<file path="src/rtl/instr_encoder.sv">
// Packs an immediate plus register/funct fields into one RV32I instruction word per transfer.
// Optional build macro RANGE_CHECK_EN: drop requests whose immediate does not fit the format.
//
// state | meaning
// EMPTY | no word held, out_valid low
// FULL  | encoded word held on out_instr/out_addr, out_valid high
module instr_encoder #(
    parameter int unsigned        ADDR_W    = 32,
    parameter logic [ADDR_W-1:0]  BASE_ADDR = '0
) (
    input  logic              clk,
    input  logic              reset,
    input  logic              in_valid,
    output logic              in_ready,
    input  logic [2:0]        in_imm_src,
    input  logic [31:0]       in_imm,
    input  logic [6:0]        in_opcode,
    input  logic [4:0]        in_rd,
    input  logic [2:0]        in_funct3,
    input  logic [4:0]        in_rs1,
    input  logic [4:0]        in_rs2,
    output logic              out_valid,
    input  logic              out_ready,
    output logic [31:0]       out_instr,
    output logic [ADDR_W-1:0] out_addr,
    output logic [7:0]        err_count,
    input  logic              clr_err
);

    typedef enum logic {
        EMPTY = 1'b0,
        FULL  = 1'b1
    } state_t;

    localparam logic [2:0] SRC_I = 3'b000;
    localparam logic [2:0] SRC_S = 3'b001;
    localparam logic [2:0] SRC_B = 3'b010;
    localparam logic [2:0] SRC_U = 3'b011;
    localparam logic [2:0] SRC_J = 3'b100;

    state_t              state_q, state_d;
    logic [31:0]         instr_q, instr_d;
    logic [ADDR_W-1:0]   addr_q, addr_d;
    logic [7:0]          err_q, err_d;

    logic                accept;
    logic                xfer;
    logic                src_legal;
    logic                imm_legal;
    logic                push;
    logic                drop;
    logic [31:0]         enc_word;

    assign out_valid = (state_q == FULL);
    assign in_ready  = !out_valid || out_ready;
    assign accept    = in_valid && in_ready;
    assign xfer      = out_valid && out_ready;

    always_comb begin
        src_legal = 1'b0;
        case (in_imm_src)
            SRC_I, SRC_S, SRC_B, SRC_U, SRC_J: src_legal = 1'b1;
            default:                           src_legal = 1'b0;
        endcase
    end

`ifdef RANGE_CHECK_EN
    // A value fits N signed bits when every bit above N-1 copies bit N-1.
    always_comb begin
        imm_legal = 1'b0;
        case (in_imm_src)
            SRC_I, SRC_S: imm_legal = (in_imm[31:11] == {21{in_imm[11]}});
            SRC_B:        imm_legal = (in_imm[31:12] == {20{in_imm[12]}}) && !in_imm[0];
            SRC_J:        imm_legal = (in_imm[31:20] == {12{in_imm[20]}}) && !in_imm[0];
            SRC_U:        imm_legal = (in_imm[11:0] == 12'h000);
            default:      imm_legal = 1'b0;
        endcase
    end
`else
    assign imm_legal = 1'b1;
`endif

    assign push = accept && src_legal && imm_legal;
    assign drop = accept && !(src_legal && imm_legal);

    always_comb begin
        enc_word = 32'h0;
        case (in_imm_src)
            SRC_I: enc_word = {in_imm[11:0], in_rs1, in_funct3, in_rd, in_opcode};
            SRC_S: enc_word = {in_imm[11:5], in_rs2, in_rs1, in_funct3, in_imm[4:0], in_opcode};
            SRC_B: enc_word = {in_imm[12], in_imm[10:5], in_rs2, in_rs1, in_funct3,
                               in_imm[4:1], in_imm[11], in_opcode};
            SRC_U: enc_word = {in_imm[31:12], in_rd, in_opcode};
            SRC_J: enc_word = {in_imm[20], in_imm[10:1], in_imm[11], in_imm[19:12],
                               in_rd, in_opcode};
            default: enc_word = 32'h0;
        endcase
    end

    // The address belongs to the held word, so it only moves when that word leaves.
    always_comb begin
        state_d = state_q;
        instr_d = instr_q;
        addr_d  = addr_q;
        err_d   = err_q;

        case (state_q)
            EMPTY: begin
                if (push) state_d = FULL;
            end
            FULL: begin
                if (push)      state_d = FULL;
                else if (xfer) state_d = EMPTY;
            end
            default: state_d = EMPTY;
        endcase

        if (push) instr_d = enc_word;
        if (xfer) addr_d  = addr_q + ADDR_W'(4);

        if (clr_err)                     err_d = 8'h00;
        else if (drop && err_q != 8'hFF) err_d = err_q + 8'h01;
    end

    always_ff @(posedge clk or posedge reset) begin
        if (reset) begin
            state_q <= EMPTY;
            instr_q <= 32'h0;
            addr_q  <= BASE_ADDR;
            err_q   <= 8'h00;
        end else begin
            state_q <= state_d;
            instr_q <= instr_d;
            addr_q  <= addr_d;
            err_q   <= err_d;
        end
    end

    assign out_instr = instr_q;
    assign out_addr  = addr_q;
    assign err_count = err_q;

endmodule

</file>
<file path="config.mk">
export PLATFORM = sky130hd
export DESIGN_NAME = instr_encoder
export DESIGN_NICKNAME = d
export VERILOG_FILES = /design/src/rtl/instr_encoder.sv
export SDC_FILE = /design/constraint.sdc
export NUM_CORES = 1
export LEC_CHECK = 0
export CORE_MARGIN = 4
export CORE_UTILIZATION = 35
export CTS_BUF_LIST = sky130_fd_sc_hd__clkbuf_16
export DETAILED_ROUTE_END_ITERATION = 8
export GPL_TIMING_DRIVEN = 0
export PLACE_DENSITY_LB_ADDON = 0.3
export SLEW_MARGIN = 20
export SYNTH_ARGS = -nofsm -noshare
export SYNTH_HDL_FRONTEND = slang
export SYNTH_SLANG_ARGS = --single-unit
export TNS_END_PERCENT = 30
</file>
<file path="constraint.sdc">
create_clock -name clk -period 4.73 [get_ports clk]
set_input_delay 1.1825 -clock clk [delete_from_list [all_inputs] [get_ports clk]]
set_output_delay 1.1825 -clock clk [all_outputs]
set_load 0.02 [all_outputs]
</file>
==> impl_metrics.py <==
metrics = {
    "cts": {
        "cts_resized": 0,
        "post_cts_buffers": 0,
        "clock_tree.root_cell": "clkbuf_16",
        "clk_pin_slew_ns": 0.05,
        "cts_sinks": 71,
        "insertion_delay_ns": 0.32,
        "cts_buffers": 9,
        "ctsLongestPathBuffers": 2,
        "htreeDepth": 3,
        "cts_tree": "built",
        "holdBufCountCts": 0,
    },
    "setup_path": {
        "crit_top_cell": "clkdlybuf4s50_1",
        "crit_path_start_kind": "input pin",
        "critical_path_class": "in2out",
        "critPathCaptureType": "primary output",
        "slowest_delay_ns": 0.62,
        "r2r_start": "out_valid$_DFF_PP0_",
        "cp_data_arrival_time_ns": 2.59,
        "cp_max_fo": 6,
        "cp-startpoint": "out_ready",
        "slowest_stage": "clkdlybuf4s50_1",
        "crit_chain": "clkdlybuf4s50_1 -> nand2b_2 -> clkdlybuf4s50_1",
        "required_ns": 3.55,
    },
    "yosys": {
        "async_reset_ff_share_pct": 100,
        "ys.flop_type": "dfrtp_1",
        "syn_area_per_cell_um2": 10.4,
        "synthTopCellsByCount": "dfrtp_1 (71), nand2_1 (44), o21ai_0 (26)",
        "yosys.area_share.simple_pct": 17.6,
        "synth_top_family_by_area": "simple AND/OR/NAND/NOR gates",
        "synthTopCellsByArea": "dfrtp_1 (52%), xnor2_1 (6.4%), a22oi_1 (5.1%)",
        "yosysTopAreaCell": "dfrtp_1",
        "synth_compound_gate_area_share_pct": 13.0,
        "yosys_warnings": 0,
        "yosysTopAreaCellShare_pct": 52.0,
        "synth_cells": 328,
        "ys_ff_latch": 71,
        "synth-edff-count": 0,
        "netlist_area_mm2": 0.00342,
        "muxShareOfSynthArea_pct": 5.53,
        "synthAdderAreaFrac_pct": 0.732,
        "seq_area_frac_synth_pct": 52.0,
        "synth_xor_area_share_pct": 8.71,
        "synth.most_common_cell": "dfrtp_1",
        "ys_types": 43,
    },
    "sta": {
        "fin_worst_skew_ns": 0.00617,
        "drv_slew": 0,
        "setup_ws_ns": 0.954,
        "setup_violations": 0,
        "fin_crit_sh_pct": 79.8,
        "hold_viol": 0,
        "tightestPinTransition_ns": 0.700,
        "rsz0062_at_grt": "no",
        "min_period_ns": 3.78,
        "max-slew-margin-rel_pct": 52.9,
        "fin_setup_tns_ns": 0,
        "fmax_mhz": 265,
    },
    "route": {
        "firstDrtPassIters": 4,
        "vias_per_cell": 4.87,
        "drc": 0,
        "vias": 2961,
        "drtAntennaViolNets": 0,
        "wire_per_inst_um": 14.8,
        "drtIter0Drc": 95,
        "routed_wl_um": 9010,
    },
    "power_and_ir_drop": {
        "p_sw_share_pct": 28.3,
        "p_comb_share_pct": 24.6,
        "powerDensity_mw_per_mm2": 349,
        "power_frac_seq_pct": 40.3,
        "internal_power_mw": 1.31,
        "p_leak_nw": 2.17,
        "vdd_ir_drop_max_uv": 163,
        "p_switching_mw": 0.515,
        "power.share.clock_pct": 35.1,
    },
    "final_layout": {
        "diodes": 0,
        "instances_no_fill": 608,
        "seq_area_mm2": 0.00178,
        "final_util_pct": 55.8,
        "multi_input_area_mm2": 0.00156,
        "syn2layout_area_growth_pct": 52.9,
        "drive_gt1_share_pct": 8.56,
        "layout.nets": 542,
        "fillers": 867,
    },
    "worst_hold_path": {
        "hp-start": "out_addr[31]$_DFFE_PP0N_",
        "hold_class": "reg2reg",
    },
    "global_route": {
        "grt_pass1_wl_um": 14800,
        "antenna_found_initial": 0,
        "track_usage_pct": 16.1,
        "grt_pass1_vias": 3003,
        "grt_overflow": 0,
        "grt_max_degree": 40,
    },
    "floorplan": {
        "die_area_mm2": 0.0114,
        "fp.dieH_um": 107,
        "dieWidth_um": 107,
        "start_util_pct": 36.5,
        "io_pins": 139,
        "design.core.area_mm2": 0.00937,
        "rows": 35,
    },
    "placement": {
        "port_buffers": 134,
        "pre_cts_ws_ns": 0.972,
        "placedCellCount": 593,
        "gp_congestion": 0.926,
        "dpl.hpwl_um": 6940,
    },
    "flow_run": {
        "max_cap_viol_count": 0,
    },
    "outcome": {
        "status": "finished, final reports clean",
    },
}
[stage by stage]
step	power [mW]	instance area (µm²)	hold WS [ns]
global placement	1.19	4920	0.458
detailed placement	1.20	4950	0.462
floorplan	0.950	3420	0.578
global route	1.91	5230	0.494
CTS	1.85	5230	0.472
finish	1.82	5230	0.467
[kinds of logic after synthesis]
family | Yosys count
simple gates | 119
flops | 71
compound gates | 67
xor+xnor | 34
mux | 17
buf+inv | 17
fa+ha+maj | 2
other cells | 1
[final cells by class]
type | instances | area share (%)
flip-flops and latches | 71 | 34.0
plain buffers | 15 | 1.39
inverters | 2 | 0.192
multi-input cells | 241 | 29.9
clock buffers | 9 | 4.31
clock inverters | 6 | 1.05
repair buffers | 135 | 26.0
well taps | 129 | 3.09
[layer usage]
metal | vias up | routed length (µm) | GRT usage, %
li1 | 1463 | - | -
met1 | 1395 | 3750 | 18.7
met2 | 95 | 4420 | 27.4
met3 | 8 | 730 | 6.98
met4 | 0 | 108 | 3.65
met5 | - | 0 | 0
[placed cells by master (no fill, tap or decap), drive strengths merged, types with 3 or more instances in the layout]
master         netlist  final
clkdlybuf4s50        0    134
dfrtp               71     71
nand2               44     44
o21ai               27     27
xnor2               25     25
a22oi               23     23
nor2                21     21
clkbuf               8     17
mux2                15     15
nand3               12     12
nand4                9      9
xor2                 9      9
a21oi                9      9
buf                  7      8
and4                 7      7
nor4                 5      5
nor2b                4      4
inv                  2      4
and3                 3      3
nor3                 3      3
nand2b               3      3
[power groups by stage]
stage | Sequential, mW | Clock [mW] | Combinational (mW)
6_report | 0.734 | 0.639 | 0.449
5_1_grt | 0.745 | 0.681 | 0.485
4_1_cts | 0.735 | 0.656 | 0.454
3_5_place_dp | 0.744 | 0 | 0.452
3_3_place_gp | 0.741 | 0 | 0.446
2_1_floorplan | 0.822 | 0 | 0.128
[worst paths after layout]
kind	end	slack [ns]	depth (start not counted)
worst max-delay path	in_ready	0.95	3
worst min-delay path	out_addr[31]$_DFFE_PP0N_	0.47	1
worst max register to register	err_count[4]$_DFFE_PP0P_	2.71	5
worst min register to register	out_addr[31]$_DFFE_PP0N_	0.47	1
max in group asynchronous	out_addr[27]$_DFFE_PP0N_	2.96	3
min in group asynchronous	out_instr[5]$_DFFE_PP0P_	1.22	2
[worst max-delay path, delay by kind of cell]
kind / cells / cell delay [ns]
buffers and inverters: 2 / 1.18
and+or+nand+nor: 1 / 0.22
[flip-flops by register name (all words and copies together) (netlist names)]
signal / flops
out_instr: 32
out_addr: 30
err_count: 8
out_valid: 1
Note: power is estimated with default switching activity, not from simulation.
